$ cat config.mk
export PLATFORM = sky130hd
export DESIGN_NAME = led_panel_serializer_flat
export DESIGN_NICKNAME = d
export VERILOG_FILES = /design/src/rtl/led_panel_pkg.sv /design/src/rtl/led_panel_serializer_if.sv /design/src/rtl/led_panel_pwm.sv /design/src/rtl/led_panel_serializer.sv /design/src/flat_wrapper.sv
export SDC_FILE = /design/constraint.sdc
export NUM_CORES = 1
export LEC_CHECK = 0
export CAP_MARGIN = 20
export CORE_MARGIN = 2
export CORE_UTILIZATION = 40
export DETAILED_ROUTE_END_ITERATION = 16
export SETUP_SLACK_MARGIN = 0.15
export SYNTH_ARGS = -nofsm -noshare
export SYNTH_HDL_FRONTEND = slang
export SYNTH_SLANG_ARGS = --single-unit
$ cat constraint.sdc
create_clock -name clk -period 2.3 [get_ports clk]
set_clock_uncertainty 0.2 [all_clocks]
set_input_delay 0.345 -clock clk [delete_from_list [all_inputs] [get_ports clk]]
set_output_delay 0.345 -clock clk [all_outputs]
set_load 0.05 [all_outputs]
$ cat src/rtl/led_panel_pkg.sv
// Shared FSM encoding, panel constants and the PWM compare helper for the
// front-panel LED serializer.
package led_panel_pkg;

  typedef enum logic [2:0] {
    IDLE     = 3'd0,
    LOAD     = 3'd1,
    SHIFT_LO = 3'd2,
    SHIFT_HI = 3'd3,
    LATCH    = 3'd4
  } state_e;

  localparam int LED_WIDTH_DEF = 21;
  localparam logic [LED_WIDTH_DEF-1:0] LED_RESET_WORD = 21'h10000;
  localparam int PWM_STEPS  = 16;
  localparam int PWM_STEP_W = $clog2(PWM_STEPS);

  // Panel is lit during the first `level` steps of each PWM period.
  function automatic logic pwm_lit(input logic [PWM_STEP_W-1:0] step,
                                   input logic [PWM_STEP_W-1:0] level);
    return (step < level);
  endfunction

endpackage

$ cat src/rtl/led_panel_serializer_if.sv
// Parallel-in / 595-chain-out signal bundle; master is the PIO side, slave the
// serializer.
interface led_panel_serializer_if #(
  parameter int LED_WIDTH = led_panel_pkg::LED_WIDTH_DEF
);
  logic [LED_WIDTH-1:0] led_in;
  logic [3:0]           brightness;
  logic                 sclk;
  logic                 sdata;
  logic                 latch;
  logic                 oe_n;
  logic                 busy;
  logic                 frame_done;

  modport master (
    output led_in, brightness,
    input  sclk, sdata, latch, oe_n, busy, frame_done
  );

  modport slave (
    input  led_in, brightness,
    output sclk, sdata, latch, oe_n, busy, frame_done
  );
endinterface

$ cat src/rtl/led_panel_pwm.sv
// Brightness PWM for the panel output enable: free-running tick/step counters
// and a registered active-low enable that stays off until a frame is shown.
module led_panel_pwm
  import led_panel_pkg::*;
#(
  parameter int PWM_TICK = 64
) (
  input  logic                  clk,
  input  logic                  reset_n,
  input  logic [PWM_STEP_W-1:0] brightness_i,
  input  logic                  displayed_i,
  output logic                  oe_n_o
);

  localparam int TW = (PWM_TICK > 1) ? $clog2(PWM_TICK) : 1;

  logic [TW-1:0]         tick_q, tick_d;
  logic [PWM_STEP_W-1:0] step_q, step_d;
  logic                  oe_n_d;

  // Next tick/step count and next enable level.
  always_comb begin
    tick_d = tick_q + TW'(1);
    step_d = step_q;
    if (tick_q == TW'(PWM_TICK - 1)) begin
      tick_d = '0;
      step_d = step_q + PWM_STEP_W'(1);
    end else begin
      step_d = step_q;
    end
    if (displayed_i) begin
      oe_n_d = ~pwm_lit(step_q, brightness_i);
    end else begin
      oe_n_d = 1'b1;
    end
  end

  // Counter and output-enable registers.
  always_ff @(posedge clk or negedge reset_n) begin
    if (!reset_n) begin
      tick_q <= '0;
      step_q <= '0;
      oe_n_o <= 1'b1;
    end else begin
      tick_q <= tick_d;
      step_q <= step_d;
      oe_n_o <= oe_n_d;
    end
  end

endmodule

$ cat src/rtl/led_panel_serializer.sv
// Shifts the parallel LED word MSB-first into a 595-style chain whenever it
// changes or the refresh timer expires; brightness is PWM on oe_n.
module led_panel_serializer
  import led_panel_pkg::*;
#(
  parameter int LED_WIDTH      = LED_WIDTH_DEF,
  parameter int CLK_DIV        = 4,
  parameter int REFRESH_CYCLES = 50000,
  parameter int PWM_TICK       = 64
) (
  input logic                   clk,
  input logic                   reset_n,
  led_panel_serializer_if.slave bus
);

  localparam int DW = (CLK_DIV > 1) ? $clog2(CLK_DIV) : 1;
  localparam int BW = (LED_WIDTH > 1) ? $clog2(LED_WIDTH) : 1;
  localparam int RW = (REFRESH_CYCLES > 1) ? $clog2(REFRESH_CYCLES) : 1;

  state_e               state_q, state_d;
  logic [DW-1:0]        div_q, div_d;
  logic [BW-1:0]        bit_q, bit_d;
  logic [BW-1:0]        bit_m1;
  logic [LED_WIDTH-1:0] shadow_q, shadow_d;
  logic [LED_WIDTH-1:0] last_q, last_d;
  logic [RW-1:0]        ref_q, ref_d;
  logic                 refp_q, refp_d;
  logic                 first_q, first_d;
  logic                 disp_q, disp_d;
  logic                 sdata_q, sdata_d;
  logic                 sclk_q, sclk_d;
  logic                 latch_q, latch_d;
  logic                 busy_q, busy_d;
  logic                 done_q, done_d;
  logic                 div_end;

  assign div_end = (div_q == DW'(CLK_DIV - 1));
  assign bit_m1  = bit_q - BW'(1);

  // State register.
  always_ff @(posedge clk or negedge reset_n) begin
    if (!reset_n) begin
      state_q <= IDLE;
    end else begin
      state_q <= state_d;
    end
  end

  // Next-state logic.
  always_comb begin
    state_d = state_q;
    case (state_q)
      IDLE: begin
        if (first_q || refp_q || (bus.led_in != last_q)) state_d = LOAD;
        else                                             state_d = IDLE;
      end
      LOAD:     state_d = SHIFT_LO;
      SHIFT_LO: begin
        if (div_end) state_d = SHIFT_HI;
        else         state_d = SHIFT_LO;
      end
      SHIFT_HI: begin
        if (!div_end)               state_d = SHIFT_HI;
        else if (bit_q == BW'(0))   state_d = LATCH;
        else                        state_d = SHIFT_LO;
      end
      LATCH: begin
        if (div_end) state_d = IDLE;
        else         state_d = LATCH;
      end
      default: state_d = IDLE;
    endcase
  end

  // Output and datapath next values; pin outputs are registered from state_d.
  always_comb begin
    shadow_d = shadow_q;
    last_d   = last_q;
    bit_d    = bit_q;
    sdata_d  = sdata_q;
    first_d  = first_q;
    refp_d   = refp_q;
    ref_d    = ref_q;
    disp_d   = disp_q;
    if ((state_d != state_q) || (state_q == IDLE)) div_d = '0;
    else                                            div_d = div_q + DW'(1);
    sclk_d  = (state_d == SHIFT_HI);
    latch_d = (state_d == LATCH);
    busy_d  = (state_d != IDLE);
    done_d  = (state_q == LATCH) && (state_d == IDLE);
    case (state_q)
      IDLE: begin
        if (ref_q == RW'(REFRESH_CYCLES - 1)) refp_d = 1'b1;
        else                                  ref_d  = ref_q + RW'(1);
      end
      LOAD: begin
        shadow_d = bus.led_in;
        last_d   = bus.led_in;
        sdata_d  = bus.led_in[LED_WIDTH-1];
        bit_d    = BW'(LED_WIDTH - 1);
        first_d  = 1'b0;
        refp_d   = 1'b0;
        ref_d    = '0;
      end
      SHIFT_HI: begin
        if (div_end && (bit_q != BW'(0))) begin
          bit_d   = bit_m1;
          sdata_d = shadow_q[bit_m1];
        end else begin
          bit_d   = bit_q;
        end
      end
      LATCH: begin
        if (div_end) begin
          sdata_d = 1'b0;
          disp_d  = 1'b1;
        end else begin
          disp_d  = disp_q;
        end
      end
      default: begin
        bit_d = bit_q;
      end
    endcase
  end

  // Datapath and output registers.
  always_ff @(posedge clk or negedge reset_n) begin
    if (!reset_n) begin
      div_q    <= '0;
      bit_q    <= '0;
      shadow_q <= '0;
      last_q   <= '0;
      ref_q    <= '0;
      refp_q   <= 1'b0;
      first_q  <= 1'b1;
      disp_q   <= 1'b0;
      sdata_q  <= 1'b0;
      sclk_q   <= 1'b0;
      latch_q  <= 1'b0;
      busy_q   <= 1'b0;
      done_q   <= 1'b0;
    end else begin
      div_q    <= div_d;
      bit_q    <= bit_d;
      shadow_q <= shadow_d;
      last_q   <= last_d;
      ref_q    <= ref_d;
      refp_q   <= refp_d;
      first_q  <= first_d;
      disp_q   <= disp_d;
      sdata_q  <= sdata_d;
      sclk_q   <= sclk_d;
      latch_q  <= latch_d;
      busy_q   <= busy_d;
      done_q   <= done_d;
    end
  end

  assign bus.sclk       = sclk_q;
  assign bus.sdata      = sdata_q;
  assign bus.latch      = latch_q;
  assign bus.busy       = busy_q;
  assign bus.frame_done = done_q;

  led_panel_pwm #(
    .PWM_TICK (PWM_TICK)
  ) u_pwm (
    .clk          (clk),
    .reset_n      (reset_n),
    .brightness_i (bus.brightness),
    .displayed_i  (disp_q),
    .oe_n_o       (bus.oe_n)
  );

endmodule

$ cat src/flat_wrapper.sv
// flat-port wrapper written by rule: the top's interface ports become plain ports
module led_panel_serializer_flat import led_panel_pkg::*;
#(
  parameter int LED_WIDTH      = LED_WIDTH_DEF,
  parameter int CLK_DIV        = 4,
  parameter int REFRESH_CYCLES = 50000,
  parameter int PWM_TICK       = 64
)
  (clk, reset_n, bus_led_in, bus_brightness, bus_sclk, bus_sdata, bus_latch, bus_oe_n, bus_busy, bus_frame_done);
  led_panel_serializer_if #(.LED_WIDTH(LED_WIDTH)) bus_i ();
  input logic clk;
  input logic reset_n;
  input wire logic [$bits(bus_i.led_in)-1:0] bus_led_in;
  input wire logic [$bits(bus_i.brightness)-1:0] bus_brightness;
  output wire logic [$bits(bus_i.sclk)-1:0] bus_sclk;
  output wire logic [$bits(bus_i.sdata)-1:0] bus_sdata;
  output wire logic [$bits(bus_i.latch)-1:0] bus_latch;
  output wire logic [$bits(bus_i.oe_n)-1:0] bus_oe_n;
  output wire logic [$bits(bus_i.busy)-1:0] bus_busy;
  output wire logic [$bits(bus_i.frame_done)-1:0] bus_frame_done;
  assign bus_i.led_in = bus_led_in;
  assign bus_i.brightness = bus_brightness;
  assign bus_sclk = bus_i.sclk;
  assign bus_sdata = bus_i.sdata;
  assign bus_latch = bus_i.latch;
  assign bus_oe_n = bus_i.oe_n;
  assign bus_busy = bus_i.busy;
  assign bus_frame_done = bus_i.frame_done;
  led_panel_serializer #(.LED_WIDTH(LED_WIDTH), .CLK_DIV(CLK_DIV), .REFRESH_CYCLES(REFRESH_CYCLES), .PWM_TICK(PWM_TICK)) u_core (.clk(clk), .reset_n(reset_n), .bus(bus_i));
endmodule
==> results.cfg <==
[routing]
vias_per_cell = 5.17
finalWirelength_microns = 6740
remaining_drc_errors = 0
drtIter0Drc = 131
wl_per_cell_microns = 14.7
num_vias = 2369
firstDrtPassIters = 4
ant_nets = 0

[hold_path]
hp-class = reg -> reg
hold-path-cell-count = 1

[pwr]
p_clk_frac = 0.422
power_density_mw_per_mm2 = 568
ir_drop_uv = 258
swShare = 0.219
p_leak_nw = 1.74
power_frac_seq = 0.512
netSwitchingPower_w = 0.000514
intPower_w = 0.00183
pwr-share-comb = 0.066

[floorplan]
die_y_microns = 97.1
core.rowCount = 33
die_x_microns = 97.1
die_area_sq_mm = 0.00942
coreArea_sq_mm = 0.00830
initial_utilization = 0.417
io_pins = 33

[sta]
slew_violations = 0
min_period_ns = 2.06
fin_tns_setup_ns = 0
max_clock_freq_mhz = 486
whs_ns = 0.227
slew_headroom = 0.608
period_share = 0.895
finalSetupViolCount = 0
worst_pin_slew_ns = 0.580
rsz0062_at_grt = false
hold_viol_final = 0

[setup_path]
arrival_ns = 1.51
reg2regPathDepth = 7
cp_cell_sequence = clkdlybuf4s50_1
crit_type = reg -> out
critPathSlowestCell = clkdlybuf4s50_1
critPathLaunchType = flip-flop
cp.depth = 1
critPathMaxStageDelay_ns = 0.81
crit_buf_inv = 1
path_delay_family = buffers and inverters
worstSetupEndpointType = output pin
cp.required_ns = 1.75
crit_fanout = 1

[synth]
syn-instance-count = 307
synth_top_area_share = 0.462
yosys.area.top_type = dfrtp_1
ys.warnings.count = 0
synth_edf_count = 0
ys_seq_elements = 66
ys_top_cells_by_area = dfrtp_1 (46%), mux2_2 (7.5%), xnor2_1 (6.1%)
syn_area_sq_mm = 0.00346
synthesis.nets = 343
avgSynthCellArea_sq_um = 11.3
synth_flop_cell = dfrtp_1
synthDistinctLibCells = 46
async_reset_ff_frac = 1.00
yosysSeqAreaShare = 0.477

[final_layout]
drive_gt1_frac = 0.193
antenna_cells_inserted = 0
final_common_cell = dfrtp_1
fillers = 761
area_growth_pct = 19.2
final_cell_mix = dfrtp_1 (64), clkdlybuf4s50_1 (29), nor2_1 (28)
final_nets = 384

[clock_network]
clk_latency_ns = 0.34
cts_root_buffer = clkbuf_8
clockBufferDepth = 2
htreeDepth = 3
cts_buffers = 9
cts_tree = done
clock_sinks = 66
clkTransAtPathRegs_ns = 0.07

[global_route]
first_global_vias = 2461
grt_pass1_wl_microns = 11900
grt_use_total = 0.156
grt_max_degree = 67
grt_overflow = 0
antenna_found_initial = 0

[outcome]
outcome = complete, no violations

[run]
maxCapViolCount = 0

[placed_design]
gp_congestion = 0.887
dp_hpwl_microns = 4840
port_buffers = 32
## worst register-to-register path, delay by kind of cell (launching register included)
family,cells,cell delay [ns]
AOI/OAI and AO/OA,4,0.65
and+or+nand+nor,1,0.48
DFF,1,0.40
adders and majority gates,1,0.15
buffers and inverters,1,0.08
## per-stage QoR
step	worst slack, ns	util	instance area, sq um	cells	power (W)
2_1_floorplan	0.153	-	3470	307	0.00128
3_3_place_gp	0.0106	0.472	3920	440	0.00138
3_5_place_dp	0.0156	0.472	3920	440	0.00138
4_1_cts	0.221	0.497	4120	457	0.00238
5_1_grt	0.158	0.498	4130	458	0.00246
6_report	0.240	0.498	4130	458	0.00235
## cell families (layout without fill, tap and decap cells)
group	after synthesis	after routing	synth area share
mux	31	31	0.116
buf+inv	20	66	0.0300
fa+ha+maj	9	9	0.0325
flops	66	66	0.477
xor+xnor	46	46	0.116
simple gates	103	103	0.165
compound gates	32	32	0.0632
## registers in the layout, summed over array words and instances, names as in the netlist, 2 cells and up
name and count:
u_core.u_pwm.tick_q 6, u_core.bit_q 5, u_core.shadow_q 21, u_core.u_pwm.step_q 4, u_core.state_q 3, u_core.div_q 2, u_core.ref_q 16
## layout make-up
class                      count  area [sq um]  share of cell area
multi-input combinational    221          1710               0.414
tap                          105           131              0.0318
inverter                       7          26.3             0.00636
sequential                    66          1650               0.400
clock inverter                 2          35.0             0.00848
clock buffer                  14           163              0.0394
timing repair buffer          43           410              0.0993
## Yosys cell counts (all sizes together), types with 2 or more instances
cell type  count
mux2i          3
nor3           3
nor4           5
nand2         19
nor2          31
a211oi         2
xnor2         24
nor4b          2
a22o           2
buf            8
dfrtp         64
nor2b          5
o21ai          8
nand3         10
nor3b          3
mux4           5
and2           2
a21oi          8
ha             9
xor2          22
nand3b         2
o2bb2ai        2
nor4bb         2
nand4         11
mux2          23
a31o           2
and3           3
o22ai          2
dfstp          2
o211ai         2
inv            7
clkbuf         5
## repair_timing
item | in CTS | in global routing
endpoints found under the setup margin | 2 | 9
pin swaps | 0 | 0
setup buffers | 0 | 1
endpoints found under the hold margin | 64 | 0
hold buffers | 1 | 0
resized for setup | 2 | 2
## worst paths after layout
check                                      end            start  slack (ns)
max                                   bus_busy  u_core.bus.busy        0.24
min                        u_core.u_pwm.oe_n_o    u_core.disp_q        0.23
max reg2reg                   u_core.bus.sdata  u_core.bit_q[1]        0.24
min reg2reg                u_core.u_pwm.oe_n_o    u_core.disp_q        0.23
max in group asynchronous  u_core.u_pwm.oe_n_o          reset_n        1.21
min in group asynchronous     u_core.ref_q[11]          reset_n        0.33
## power by group through the flow
| stage | Clock [W] | Sequential, W | Combinational (W) |
|---|---|---|---|
| after global placement | 0 | 0.00122 | 0.000156 |
| final | 0.000990 | 0.00120 | 0.000155 |
| after global routing | 0.00108 | 0.00120 | 0.000172 |
| after CTS | 0.00102 | 0.00120 | 0.000160 |
| after floorplan | 0 | 0.00122 | 0.0000634 |
| after detailed placement | 0 | 0.00122 | 0.000158 |
## routing by layer
layer | vias to the layer above | GRT usage | part of all wire
met1 | 1160 | 0.206 | 0.47
met2 | 31 | 0.246 | 0.48
met5 | - | 0 | 0
li1 | 1172 | - | -
met4 | 0 | 0.0488 | 0.010
met3 | 6 | 0.0489 | 0.036
Note: power is estimated with default switching activity, not from simulation.
